[config.mk]
export PLATFORM = sky130hd
export DESIGN_NAME = wl_decoder_seq
export DESIGN_NICKNAME = d
export VERILOG_FILES = /design/src/rtl/wl_decoder_seq.sv
export SDC_FILE = /design/constraint.sdc
export NUM_CORES = 1
export LEC_CHECK = 0
export BUFFER_PORTS_ARGS = -buffer_cell sky130_fd_sc_hd__buf_4
export CORE_MARGIN = 1
export CORE_UTILIZATION = 40
export DETAILED_ROUTE_END_ITERATION = 6
export HOLD_SLACK_MARGIN = 0.08
export PLACE_DENSITY = 0.64
export RECOVER_POWER = 50
export SYNTH_ARGS = -nofsm -noshare
export SYNTH_HDL_FRONTEND = slang
export SYNTH_SLANG_ARGS = --single-unit
export TNS_END_PERCENT = 10
[constraint.sdc]
create_clock -name clk -period 1.8 [get_ports clk]
set_input_delay 0 -clock clk [delete_from_list [all_inputs] [get_ports clk]]
set_output_delay 0 -clock clk [all_outputs]
set_load 0.02 [all_outputs]
[src/rtl/wl_decoder_seq.sv]
// Sequenced wordline decoder: single-row or ascending-sweep pulses with registered one-hot outputs.
// Build option: define WL_DECODER_SEQ_GAP_EN to insert one all-zero GAP cycle between sweep rows.
module wl_decoder_seq #(
    parameter int ADDR_W  = 3,
    parameter int PULSE_W = 4
) (
    input  logic                 clk,
    input  logic                 rst,
    input  logic                 req_valid,
    output logic                 req_ready,
    input  logic [ADDR_W-1:0]    req_addr,
    input  logic                 req_sweep,
    input  logic [PULSE_W-1:0]   pulse_len,
    input  logic                 abort,
    output logic [2**ADDR_W-1:0] wl,
    output logic [ADDR_W-1:0]    cur_addr,
    output logic                 busy,
    output logic                 done
);
    localparam int N = 2**ADDR_W;

    typedef enum logic [2:0] {IDLE, SETUP, PULSE, GAP, DONE} state_t;

    state_t             state, state_nxt;
    logic [PULSE_W-1:0] cnt, cnt_nxt;
    logic [PULSE_W-1:0] len_r, len_nxt;
    logic               sweep_r, sweep_nxt;
    logic [N-1:0]       wl_nxt;
    logic [ADDR_W-1:0]  cur_nxt;
    logic               done_nxt, busy_nxt, ready_nxt;
    logic               last_row;
    logic [ADDR_W-1:0]  addr_inc;

    // A zero pulse length is clamped up to a single cycle.
    function automatic logic [PULSE_W-1:0] eff_len(input logic [PULSE_W-1:0] len);
        eff_len = (len == '0) ? PULSE_W'(1) : len;
    endfunction

    function automatic logic [N-1:0] onehot(input logic [ADDR_W-1:0] a);
        onehot    = '0;
        onehot[a] = 1'b1;
    endfunction

    assign last_row = (cur_addr == {ADDR_W{1'b1}});
    assign addr_inc = cur_addr + ADDR_W'(1);

    always_ff @(posedge clk) begin
        if (rst) state <= IDLE;
        else     state <= state_nxt;
    end

    always_comb begin
        state_nxt = state;
        wl_nxt    = '0;
        cur_nxt   = cur_addr;
        cnt_nxt   = cnt;
        len_nxt   = len_r;
        sweep_nxt = sweep_r;
        done_nxt  = 1'b0;
        unique case (state)
            IDLE: begin
                if (req_valid && req_ready) begin
                    state_nxt = SETUP;
                    cur_nxt   = req_addr;
                    sweep_nxt = req_sweep;
                    len_nxt   = eff_len(pulse_len);
                end
            end
            SETUP: begin
                if (abort) begin
                    state_nxt = IDLE;
                end else begin
                    state_nxt = PULSE;
                    wl_nxt    = onehot(cur_addr);
                    cnt_nxt   = len_r - PULSE_W'(1);
                end
            end
            PULSE: begin
                if (abort) begin
                    state_nxt = IDLE;
                end else if (cnt != '0) begin
                    wl_nxt  = onehot(cur_addr);
                    cnt_nxt = cnt - PULSE_W'(1);
                end else if (sweep_r && !last_row) begin
`ifdef WL_DECODER_SEQ_GAP_EN
                    state_nxt = GAP;
                    cur_nxt   = addr_inc;
`else
                    // Row hand-off on a single edge: next row's bit replaces the current one.
                    state_nxt = PULSE;
                    cur_nxt   = addr_inc;
                    wl_nxt    = onehot(addr_inc);
                    cnt_nxt   = len_r - PULSE_W'(1);
`endif
                end else begin
                    state_nxt = DONE;
                    done_nxt  = 1'b1;
                end
            end
            GAP: begin
                if (abort) begin
                    state_nxt = IDLE;
                end else begin
                    state_nxt = PULSE;
                    wl_nxt    = onehot(cur_addr);
                    cnt_nxt   = len_r - PULSE_W'(1);
                end
            end
            DONE: begin
                state_nxt = IDLE;
            end
            default: begin
                state_nxt = IDLE;
            end
        endcase
        busy_nxt  = (state_nxt != IDLE);
        ready_nxt = (state_nxt == IDLE);
    end

    // Output and context registers all track the next state so every output is a flop.
    always_ff @(posedge clk) begin
        if (rst) begin
            wl        <= '0;
            cur_addr  <= '0;
            busy      <= 1'b0;
            done      <= 1'b0;
            req_ready <= 1'b1;
            cnt       <= '0;
            len_r     <= PULSE_W'(1);
            sweep_r   <= 1'b0;
        end else begin
            wl        <= wl_nxt;
            cur_addr  <= cur_nxt;
            busy      <= busy_nxt;
            done      <= done_nxt;
            req_ready <= ready_nxt;
            cnt       <= cnt_nxt;
            len_r     <= len_nxt;
            sweep_r   <= sweep_nxt;
        end
    end
endmodule
==> qor.yml <==
run_status: "complete, no violations"
regArea_um2: 523
setup_viol: 0
drtIter0Drc: 53
r2r-start: "cnt[1]"
overflow: 0
netlist_area_um2: 1250
peakVddDrop_v: 0.000388
top_layer_used: "met4"
maxCapViolCount: 0
std_cell_rows: 19
r2r_end: "wl[1]"
nets: 207
numCtsBuffers: 3
synth_fp_nets: 157
dieWidth_um: 57.9
grt_pass1_vias: 1104
fin_ws_ps: 46.3
place.gp.congestion: 0.869
layout_min_cycle_time_ps: 1750
finalWirelength_mm: 3.00
crit_path_end: "wl[1]"
clk_path_buf_depth: 2
crit_path_start: "cnt[1]"
yosysWarnings: 0
critPathMaxFanout: 4
filler_cell_count: 276
dp_hpwl_mm: 2.14
finalCritPeriodShare_pct: 97.4
async_reset_ff_share_pct: 0
relSlewSlack_pct: 59.1
rrSetupSlack_ps: 50
finalPower_mw: 1.18
worstSetupPathType: "register to register"
rsz0062_at_grt: "no"
syn_avg_cell_area_um2: 8.86
vias_per_cell: 5.52
dp_slack_ps: -14.6
core_um2: 2850
grt_pass1_wl_mm: 4.99
cp.arrival_ps: 1950
max_freq_ghz: 0.570
tritoncts: "done"
dieArea_um2: 3350
clock-sinks: 26
p_per_area_nw_per_um2: 694
cp-start-kind: "register"
finClkSkew_ps: 12.5
start_util_pct: 43.8
synth-seq-area-share_pct: 41.7
first_pass_iters: 4
drc: 0
ys_ff_latch: 26
ys_types: 40
worstMarginPinSlew_ps: 607
wl_per_cell_um: 13.6
dieHeight_um: 57.9
port_buffers: 25
netlist_instances: 141
end_kind: "register"
finalSetupTns_ps: 0
cts.reportedPaths.clkPinSlew_ps: 140
met1_length_mm: 1.41
cts-root-buf: "clkbuf_4"
rr_worst_depth: 7
antenna_found_initial: 0
slew_violations: 0
worstSkewPairLatency_ps: 320
synth-edff-count: 0
place_area_um2: 1560
met2_wirelength_mm: 1.43
hold_path_class: "input pin to register"
grt_max_degree: 21
wl_met3_um: 141
htreeDepth: 1
multi_input_area_um2: 732
grt_use_total_pct: 19.2
drive_above_1_share_pct: 22.6
p_leak_nw: 0.650
fin_worst_hold_slack_ps: 92.9
hold_viol_final: 0
ys.flop_type: "dfxtp_1"
antennaDiodeCount: 0
cp.required_ps: 2000
area_growth_pct: 35.7
ant_nets: 0
final_area_um2: 1690
io_pins: 26
via_count: 1220
[how the worst min path moves through the flow]
stage | slack [ps] | to | cells past startpoint | from
3_5_place_dp | 260 | sweep_r | 3 | req_sweep
6_report | 90 | cur_addr[1] | 4 | req_addr[1]
3_3_place_gp | 260 | sweep_r | 3 | req_sweep
4_1_cts | 90 | cur_addr[1] | 4 | req_addr[1]
5_1_grt | 120 | busy | 3 | req_valid
2_1_floorplan | 140 | sweep_r | 2 | req_sweep
[per-layer routing]
metal | vias up | GRT usage [%]
li1 | 622 | -
met1 | 554 | 27.0
met5 | - | 0
met4 | 0 | 3.06
met2 | 42 | 31.5
met3 | 2 | 3.35
[report_power, final]
group	leakage (nW)	internal (mW)	total, mW	switching [mW]
logic	0.416	0.123	0.263	0.141
clock network	0.0210	0.123	0.292	0.168
registers	0.213	0.601	0.620	0.0194
[synthesized netlist by cell type (3+ instances only)]
cell type	count	area, um^2
a21oi_1	11	55.1
clkbuf_1	3	11.3
dfxtp_1	26	521
ha_1	4	50.1
inv_1	7	26.3
mux2i_1	3	30.0
nand2_1	12	45.0
nand2b_1	7	43.8
nand3_1	5	25.0
nor2_1	11	41.3
nor3_1	8	40.0
o22ai_1	6	37.5
o32ai_1	4	35.0
[cells by family (layout without fill, tap and decap cells)]
family          count (synthesis)  count (layout)  synth area share (%)
compound gates                 36              36                  20.7
xor+xnor                        2               2                  1.40
fa+ha+maj                       4               4                  4.01
buf+inv                        11              60                  3.31
flops                          26              26                  41.7
mux                             3               3                  2.40
simple gates                   59              59                  26.5
[sequential cells by signal, indices dropped and copies added, names as in the netlist]
| name | flops |
|---|---|
| sweep_r | 1 |
| cnt | 4 |
| cur_addr | 3 |
| done | 1 |
| len_r | 4 |
| state | 3 |
| req_ready | 1 |
| wl | 8 |
| busy | 1 |
[layout make-up]
class                   count  share of cell area [%]
clock buffers               4                    2.14
inverters                   7                    1.55
multi-input cells         104                    43.2
flip-flops and latches     26                    30.9
well taps                  31                    2.29
repair buffers             49                    19.9
[through the flow]
stage               utilization, %  instances
floorplan                        -        141
global placement              54.6        206
detailed placement            54.6        206
global route                  59.4        221
CTS                           59.6        221
finish                        59.4        221
[placed cells by master, fill, tap and decap left out, types with 2 or more instances in the layout]
cell	n
a211o_1	2
inv_1	5
dfxtp_1	24
nand2_1	12
nor2b_1	2
dfxtp_2	2
nand2b_1	7
o22ai_1	6
xor2_1	2
nand3_1	5
a2111oi_0	2
o21a_1	2
nor4_1	2
mux2i_1	3
o32ai_1	3
nor3_1	8
inv_2	2
clkbuf_4	3
a21oi_1	11
dlygate4sd3_1	9
buf_4	22
ha_1	3
clkbuf_1	16
nor3b_1	2
buf_6	2
nor2_1	11
[timing repair]
action / 4_1_cts / 5_1_grt
gates resized for setup: 1 / 12
hold buffers: 9 / 0
cloned: 0 / 0
endpoints found under the hold margin: 18 / 0
setup buffers: 2 / 0
setup endpoints to repair: 4 / 17
pin swaps: 1 / 2
[worst max-delay path, stage by stage, from the launching register on]
cell	delay [ps]
dfxtp_2	360
inv_2	60
ha_4	140
or3b_4	410
buf_6	130
a21o_1	180
nand3b_1	230
o32ai_1	120
(Power assumes the default switching activity.)
